**config.mk**
```make
export PLATFORM = sky130hd
export DESIGN_NAME = simple_circuit_pipe_flat
export DESIGN_NICKNAME = d
export VERILOG_FILES = /design/src/rtl/simple_circuit_pipe_if.sv /design/src/rtl/simple_circuit_pipe.sv /design/src/flat_wrapper.sv
export SDC_FILE = /design/constraint.sdc
export NUM_CORES = 1
export LEC_CHECK = 0
export ABC_AREA = 1
export CORE_MARGIN = 5
export CORE_UTILIZATION = 45
export DETAILED_ROUTE_END_ITERATION = 12
export GPL_TIMING_DRIVEN = 0
export PLACE_DENSITY = 0.81
export SLEW_MARGIN = 20
export SYNTH_ARGS = -nofsm -noshare
export SYNTH_HDL_FRONTEND = slang
export SYNTH_SLANG_ARGS = --single-unit
```
**constraint.sdc**
```tcl
create_clock -name clk -period 2.2 [get_ports clk]
set_input_delay 0.33 -clock clk [delete_from_list [all_inputs] [get_ports clk]]
set_output_delay 0.33 -clock clk [all_outputs]
set_load 0.05 [all_outputs]
```
**src/rtl/simple_circuit_pipe_if.sv**
```systemverilog
// Valid/ready bus carrying A/B/C/mode beats into the pipe and D/E results out of it.
// The slave view is the pipe itself; the master view is the surrounding producer/consumer.
interface simple_circuit_pipe_if #(
  parameter int unsigned WIDTH = 8
);
  logic             in_valid;
  logic             in_ready;
  logic [WIDTH-1:0] a;
  logic [WIDTH-1:0] b;
  logic [WIDTH-1:0] c;
  logic             mode;
  logic             out_valid;
  logic             out_ready;
  logic [WIDTH-1:0] d;
  logic [WIDTH-1:0] e;

  modport master (
    output in_valid, a, b, c, mode, out_ready,
    input  in_ready, out_valid, d, e
  );

  modport slave (
    input  in_valid, a, b, c, mode, out_ready,
    output in_ready, out_valid, d, e
  );
endinterface

```
**src/rtl/simple_circuit_pipe.sv**
```systemverilog
// Elastic valid/ready pipeline computing d = (a op b) | ~c and e = ~c, with a
// saturating counter of delivered beats whose d differs from the previous delivery.
module simple_circuit_pipe #(
  parameter int unsigned WIDTH  = 8,
  parameter int unsigned STAGES = 3,
  parameter int unsigned CNT_W  = 16
) (
  input  logic                clk,
  input  logic                rst,
  simple_circuit_pipe_if.slave bus,
  input  logic                cnt_clr,
  output logic [CNT_W-1:0]    chg_cnt
);

  localparam logic [CNT_W-1:0] CNT_MAX = '1;

  logic [STAGES-1:0] v;
  logic [WIDTH-1:0]  d_q [STAGES];
  logic [WIDTH-1:0]  e_q [STAGES];
  logic [STAGES-1:0] rdy_c;
  logic [WIDTH-1:0]  d0_c;
  logic [WIDTH-1:0]  e0_c;
  logic [WIDTH-1:0]  prev_d;
  logic              deliver_c;

  // Ready chain: a stage can load if it is empty or its successor can load.
  always_comb begin
    logic r;
    r     = bus.out_ready;
    rdy_c = '0;
    for (int k = int'(STAGES) - 1; k >= 0; k--) begin
      r        = !v[k] || r;
      rdy_c[k] = r;
    end
  end

  assign d0_c = bus.mode ? ((bus.a ^ bus.b) | ~bus.c) : ((bus.a & bus.b) | ~bus.c);
  assign e0_c = ~bus.c;

  assign bus.in_ready  = rdy_c[0];
  assign bus.out_valid = v[STAGES-1];
  assign bus.d         = d_q[STAGES-1];
  assign bus.e         = e_q[STAGES-1];
  assign deliver_c     = v[STAGES-1] && bus.out_ready;

  // Pipeline stages; stage 0 captures the computed result, later stages only shift.
  always_ff @(posedge clk) begin
    if (rst) begin
      v <= '0;
      for (int k = 0; k < int'(STAGES); k++) begin
        d_q[k] <= '0;
        e_q[k] <= '0;
      end
    end else begin
      if (rdy_c[0]) begin
        v[0]   <= bus.in_valid;
        d_q[0] <= d0_c;
        e_q[0] <= e0_c;
      end
      for (int k = 1; k < int'(STAGES); k++) begin
        if (rdy_c[k]) begin
          v[k]   <= v[k-1];
          d_q[k] <= d_q[k-1];
          e_q[k] <= e_q[k-1];
        end
      end
    end
  end

  // Change counter; clear wins over increment and leaves the last delivered d intact.
  always_ff @(posedge clk) begin
    if (rst) begin
      prev_d  <= '0;
      chg_cnt <= '0;
    end else begin
      if (deliver_c) begin
        prev_d <= d_q[STAGES-1];
      end
      if (cnt_clr) begin
        chg_cnt <= '0;
      end else if (deliver_c && (d_q[STAGES-1] != prev_d) && (chg_cnt != CNT_MAX)) begin
        chg_cnt <= chg_cnt + CNT_W'(1);
      end
    end
  end

endmodule

```
**src/flat_wrapper.sv**
```systemverilog
// flat-port wrapper written by rule: the top's interface ports become plain ports
module simple_circuit_pipe_flat 
#(
  parameter int unsigned WIDTH  = 8,
  parameter int unsigned STAGES = 3,
  parameter int unsigned CNT_W  = 16
)
  (clk, rst, cnt_clr, chg_cnt, bus_in_valid, bus_a, bus_b, bus_c, bus_mode, bus_out_ready, bus_in_ready, bus_out_valid, bus_d, bus_e);
  simple_circuit_pipe_if #(.WIDTH(WIDTH)) bus_i ();
  input  logic clk;
  input  logic rst;
  input  logic cnt_clr;
  output logic [CNT_W-1:0] chg_cnt;
  input wire logic [$bits(bus_i.in_valid)-1:0] bus_in_valid;
  input wire logic [$bits(bus_i.a)-1:0] bus_a;
  input wire logic [$bits(bus_i.b)-1:0] bus_b;
  input wire logic [$bits(bus_i.c)-1:0] bus_c;
  input wire logic [$bits(bus_i.mode)-1:0] bus_mode;
  input wire logic [$bits(bus_i.out_ready)-1:0] bus_out_ready;
  output wire logic [$bits(bus_i.in_ready)-1:0] bus_in_ready;
  output wire logic [$bits(bus_i.out_valid)-1:0] bus_out_valid;
  output wire logic [$bits(bus_i.d)-1:0] bus_d;
  output wire logic [$bits(bus_i.e)-1:0] bus_e;
  assign bus_i.in_valid = bus_in_valid;
  assign bus_i.a = bus_a;
  assign bus_i.b = bus_b;
  assign bus_i.c = bus_c;
  assign bus_i.mode = bus_mode;
  assign bus_i.out_ready = bus_out_ready;
  assign bus_in_ready = bus_i.in_ready;
  assign bus_out_valid = bus_i.out_valid;
  assign bus_d = bus_i.d;
  assign bus_e = bus_i.e;
  simple_circuit_pipe #(.WIDTH(WIDTH), .STAGES(STAGES), .CNT_W(CNT_W)) u_core (.clk(clk), .rst(rst), .bus(bus_i), .cnt_clr(cnt_clr), .chg_cnt(chg_cnt));
endmodule
```
[Word level (Yosys, flattened, before mapping)]
Memory sizes are Yosys's and may differ from the RTL's.
Index checks and enable logic that the tools add are counted.
W data, S select, Z words.
Word-level totals
  register bits: 27
  bits in latches: 0
  bits in writable memories: 48
  bits in read-only memories: 0
  bits of input ports: 30
  output and inout bits: 34
  word-level logic and storage cells: 49
  memories: 2
Cells by class
  add/sub/neg operators: 1
  multipliers: 0
  div/mod/pow operators: 0
  $lt $le $gt $ge: 0
  eq/ne operators: 2
  shift operators: 0
  multiplexer cells: 18
  bitwise gates (word level): 11
  reductions and logical operators: 10
Memory list
  u_core.d_q: words 3, bits a word 8, rd ports 3, clocked after Yosys merged registers in 0, write ports 3, line simple_circuit_pipe.sv:18  | logic [WIDTH-1:0] d_q [STAGES];
  u_core.e_q: words 3, bits a word 8, rd ports 3, clocked after Yosys merged registers in 0, write ports 3, line simple_circuit_pipe.sv:19  | logic [WIDTH-1:0] e_q [STAGES];
Operators with widths (number)
  $mux W8: 7
  $add A16 B1 Y16 const B: 1
  $ne A16 B16 Y1 const B: 1
  $or A8 B8 Y8: 2
  $mux W1: 11
  $and A8 B8 Y8: 1
  $ne A8 B8 Y1: 1
  $not A8 Y8: 1
  $xor A8 B8 Y8: 1
  $or A1 B1 Y1: 6
  $logic_and A1 B1 Y1: 3
  $logic_not A1 Y1: 3
  $logic_or A1 B1 Y1: 3
  $reduce_or A2 Y1: 1

[Logic depth before layout (Yosys ltp)]
  depth after elaboration: 8
  gate-level depth with buffers: 11
  gate-level depth less buffers: 11

[Worst setup path after synthesis]
Ideal clock, no wire load.
  kind: flip-flop to flip-flop
  start: register u_core.v[2]
  end: memory u_core.d_q[0][0], enable pin
  library setup time: 368 ps
  arrival: 2016 ps
  required time: 1832 ps
  path slack: -184 ps
  stages on the path, launching flop included: 7
  buffers on the path: 1
  clock period less this slack: 2384 ps
  path through: dfxtp_1 -> inv_1 -> nor3_1 -> nand2_1 -> nand2_1 -> buf_2 -> nand2_1
RTL lines
  start: declaration: line simple_circuit_pipe.sv:17  | logic [STAGES-1:0] v;
  start signal: indexed assignment: line simple_circuit_pipe.sv:62  | v[k] <= v[k-1];
  end: declaration: line simple_circuit_pipe.sv:18

==> summary.md <==
| Metric | Value |
|---|---|
| Status | `completed` |
| Leak | `0.00187 uW` |
| CTS buffer count | `9` |
| Synth top area cells | `edfxtp_1, dfxtp_1, nand2_1` |
| Clock Skew | `11.8 ps` |
| Detailed-route via count | `3008` |
| Wirelength per Cell | `12.1 um` |
| Skew-Pair Late Insertion Delay | `350 ps` |
| Top layer in use | `met4` |
| Critical path launch point type | `input port` |
| Clk buf depth | `2` |
| M1 WL | `between 2000 and 3000 um` |
| Worst slew pin tran | `653 ps` |
| Initial drt markers | `144` |
| Detailed Place HPWL | `between 5000 and 6000 um` |
| Residual DRC | `0` |
| Die extent in y | `roughly 100 um` |
| Met3 WL | `555 um` |
| Synth unique cells | `24` |
| Largest net degree at the start of global routing | `18` |
| Final Hold Vio Count | `0` |
| Avg Inst Size Synth | `between 8 and 9 sq um` |
| Synth top area share | `0.393` |
| Via density | `4.89` |
| Register bit total from synthesis | `75` |
| Cell Area, Placed | `4430 sq um` |
| Pwr/cell area | `a little under 700 nW/um^2` |
| DIE WIDTH | `100 um` |
| Hold-fix buffers at CTS | `0` |
| FP Rows | `33` |
| Clock slew at the register clock pins of the worst setup and hold paths | `around 90 ps` |
| Initial antenna violation count | `0` |
| Crit Path Max Fanout | `17` |
| Worst hold margin | `~460 ps` |
| Syn Inst Count | `between 400 and 500` |
| Yosys top cell by area | `edfxtp_1` |
| GP Congestion | `0.898` |
| Layout cells sized above 1 | `0.102` |
| Slew headroom | `0.564` |
| H-Tree Depth | `3` |
| Crit share post-route | `0.924` |
| Worst Path Class, Setup | `in2reg` |
| Detail Route met2 WL | `3890 um` |
| Post-route ant nets | `0` |
| Post-CTS Setup Inserts | `0` |
| Gr usage total | `0.156` |
| Core area | `8090 sq um` |
| First-pass GRT wire length | `12500 um` |
| Peak Freq | `0.492 GHz` |
| RSZ-0062 raised after global routing | `false` |
| CTS tree | `yes` |
| Crit end category | `flop` |
| Synthesized area | `about 3700 sq um` |
| Final min period | `2030 ps` |
| Vias in the first global route | `2862` |
| Ant diodes | `0` |
| Final slew viol count | `0` |
| Die area | `10100 sq um` |
| Clk sink count | `75` |
| CTS Root Cell | `clkbuf_8` |
| Setup WS pre-CTS | `-208 ps` |
| Synthesis Warnings | `0` |
| Buffers on Ports | `62` |
| Mapped Nets | `471` |
| Final #Nets | `544` |
| Layout area overhead | `26.4%` |
| Peak supply drop | `0.472 mV` |
| Cts repair resizes | `1` |
| Most frequent cells in the layout | `nand2_1, nor2_1, inv_1, clkdlybuf4s50_1, edfxtp_1` |
| Grt total ovfl | `0` |
| Register area share after synthesis | `0.540` |
| Ports | `64` |
| # setup viols final | `0` |
| Hold crit path type | `reg2reg` |
| Initial Util | `0.453` |
| DRT Pass-1 Iters | `5` |
| Final instance area | `4640 sq um` |
| WL final | `approximately 7400 um` |
| Number of max-cap violations | `0` |
| WP data arrival | `just under 2000 ps` |
| Commonest non-fill, non-tap cell in the layout | `nand2_1` |
| Setup TNS | `0 ps` |
| WP data required | `between 2000 and 2500 ps` |
| PnR worst setup slack | `~170 ps` |
-- cell families after synthesis --
group / Yosys count / share of synthesized area
simple gates: 213 / 0.250
buf+inv: 97 / 0.119
flops: 75 / 0.540
compound gates: 33 / 0.0477
fa+ha+maj: 9 / 0.0307
xor+xnor: 5 / 0.0119
-- synth_stat cells (all sizes together) --
| cell type | instances |
|---|---|
| nor2 | 85 |
| o21ai | 10 |
| buf | 26 |
| edfxtp | 48 |
| inv | 67 |
| nor3 | 1 |
| a21oi | 15 |
| xnor2 | 4 |
| dfxtp | 27 |
| clkbuf | 4 |
| nand3b | 1 |
| a31oi | 8 |
| or2 | 1 |
| xor2 | 1 |
| nand4 | 20 |
| nand3 | 11 |
| ha | 9 |
| nand2 | 94 |
-- cell type report --
class                   count  area [sq um]
fillers                   699          3450
flip-flops and latches     75          1980
multi-input cells         260          1250
repair buffers             62           619
inverters                  67           251
plain buffers              30           186
well taps                 105           131
clock buffers               9           124
clock inverters             7          90.1
-- state kept, by name, indices dropped and copies added, names as in the netlist --
| register | count |
|---|---|
| u_core.chg_cnt | 16 |
| u_core.d_q | 24 |
| u_core.e_q | 24 |
| u_core.prev_d | 8 |
| u_core.v | 3 |
-- per-layer routing --
metal  global-route usage  vias up
met2                0.283       94
met1                0.165     1388
met3               0.0445       11
met4               0.0725        0
li1                     -     1515
met5                    0        -
-- through the flow --
stage | cells | utilization | total power [uW]
after detailed placement | 599 | 0.547 | 2050
after CTS | 615 | 0.573 | 3170
after global placement | 599 | 0.547 | 2040
after floorplan | 432 | - | 1900
after global routing | 615 | 0.573 | 3280
final | 615 | 0.573 | 3140
-- final timing paths --
check,startpoint,to,slack (ps),depth (start not counted)
max,bus_out_ready,u_core.e_q[0][7],170,6
min,u_core.v[1],u_core.v[2],460,2
max reg2reg,u_core.v[2],u_core.e_q[0][7],230,6
min reg2reg,u_core.v[1],u_core.v[2],460,2
-- critical path, cell delays in order --
cell             delay [ps]
clkdlybuf4s50_1         440
nor3_1                  330
nand2_2                  90
nand2_1                 120
buf_2                   230
nand2_1                 420
-- power by group --
| group | switching [uW] | internal, uW | leakage (uW) |
|---|---|---|---|
| Clock | 559 | 557 | 0.000110 |
| Sequential | 31.3 | 1580 | 0.000770 |
| Combinational | 241 | 168 | 0.000990 |
Note: power is estimated with default switching activity, not from simulation.
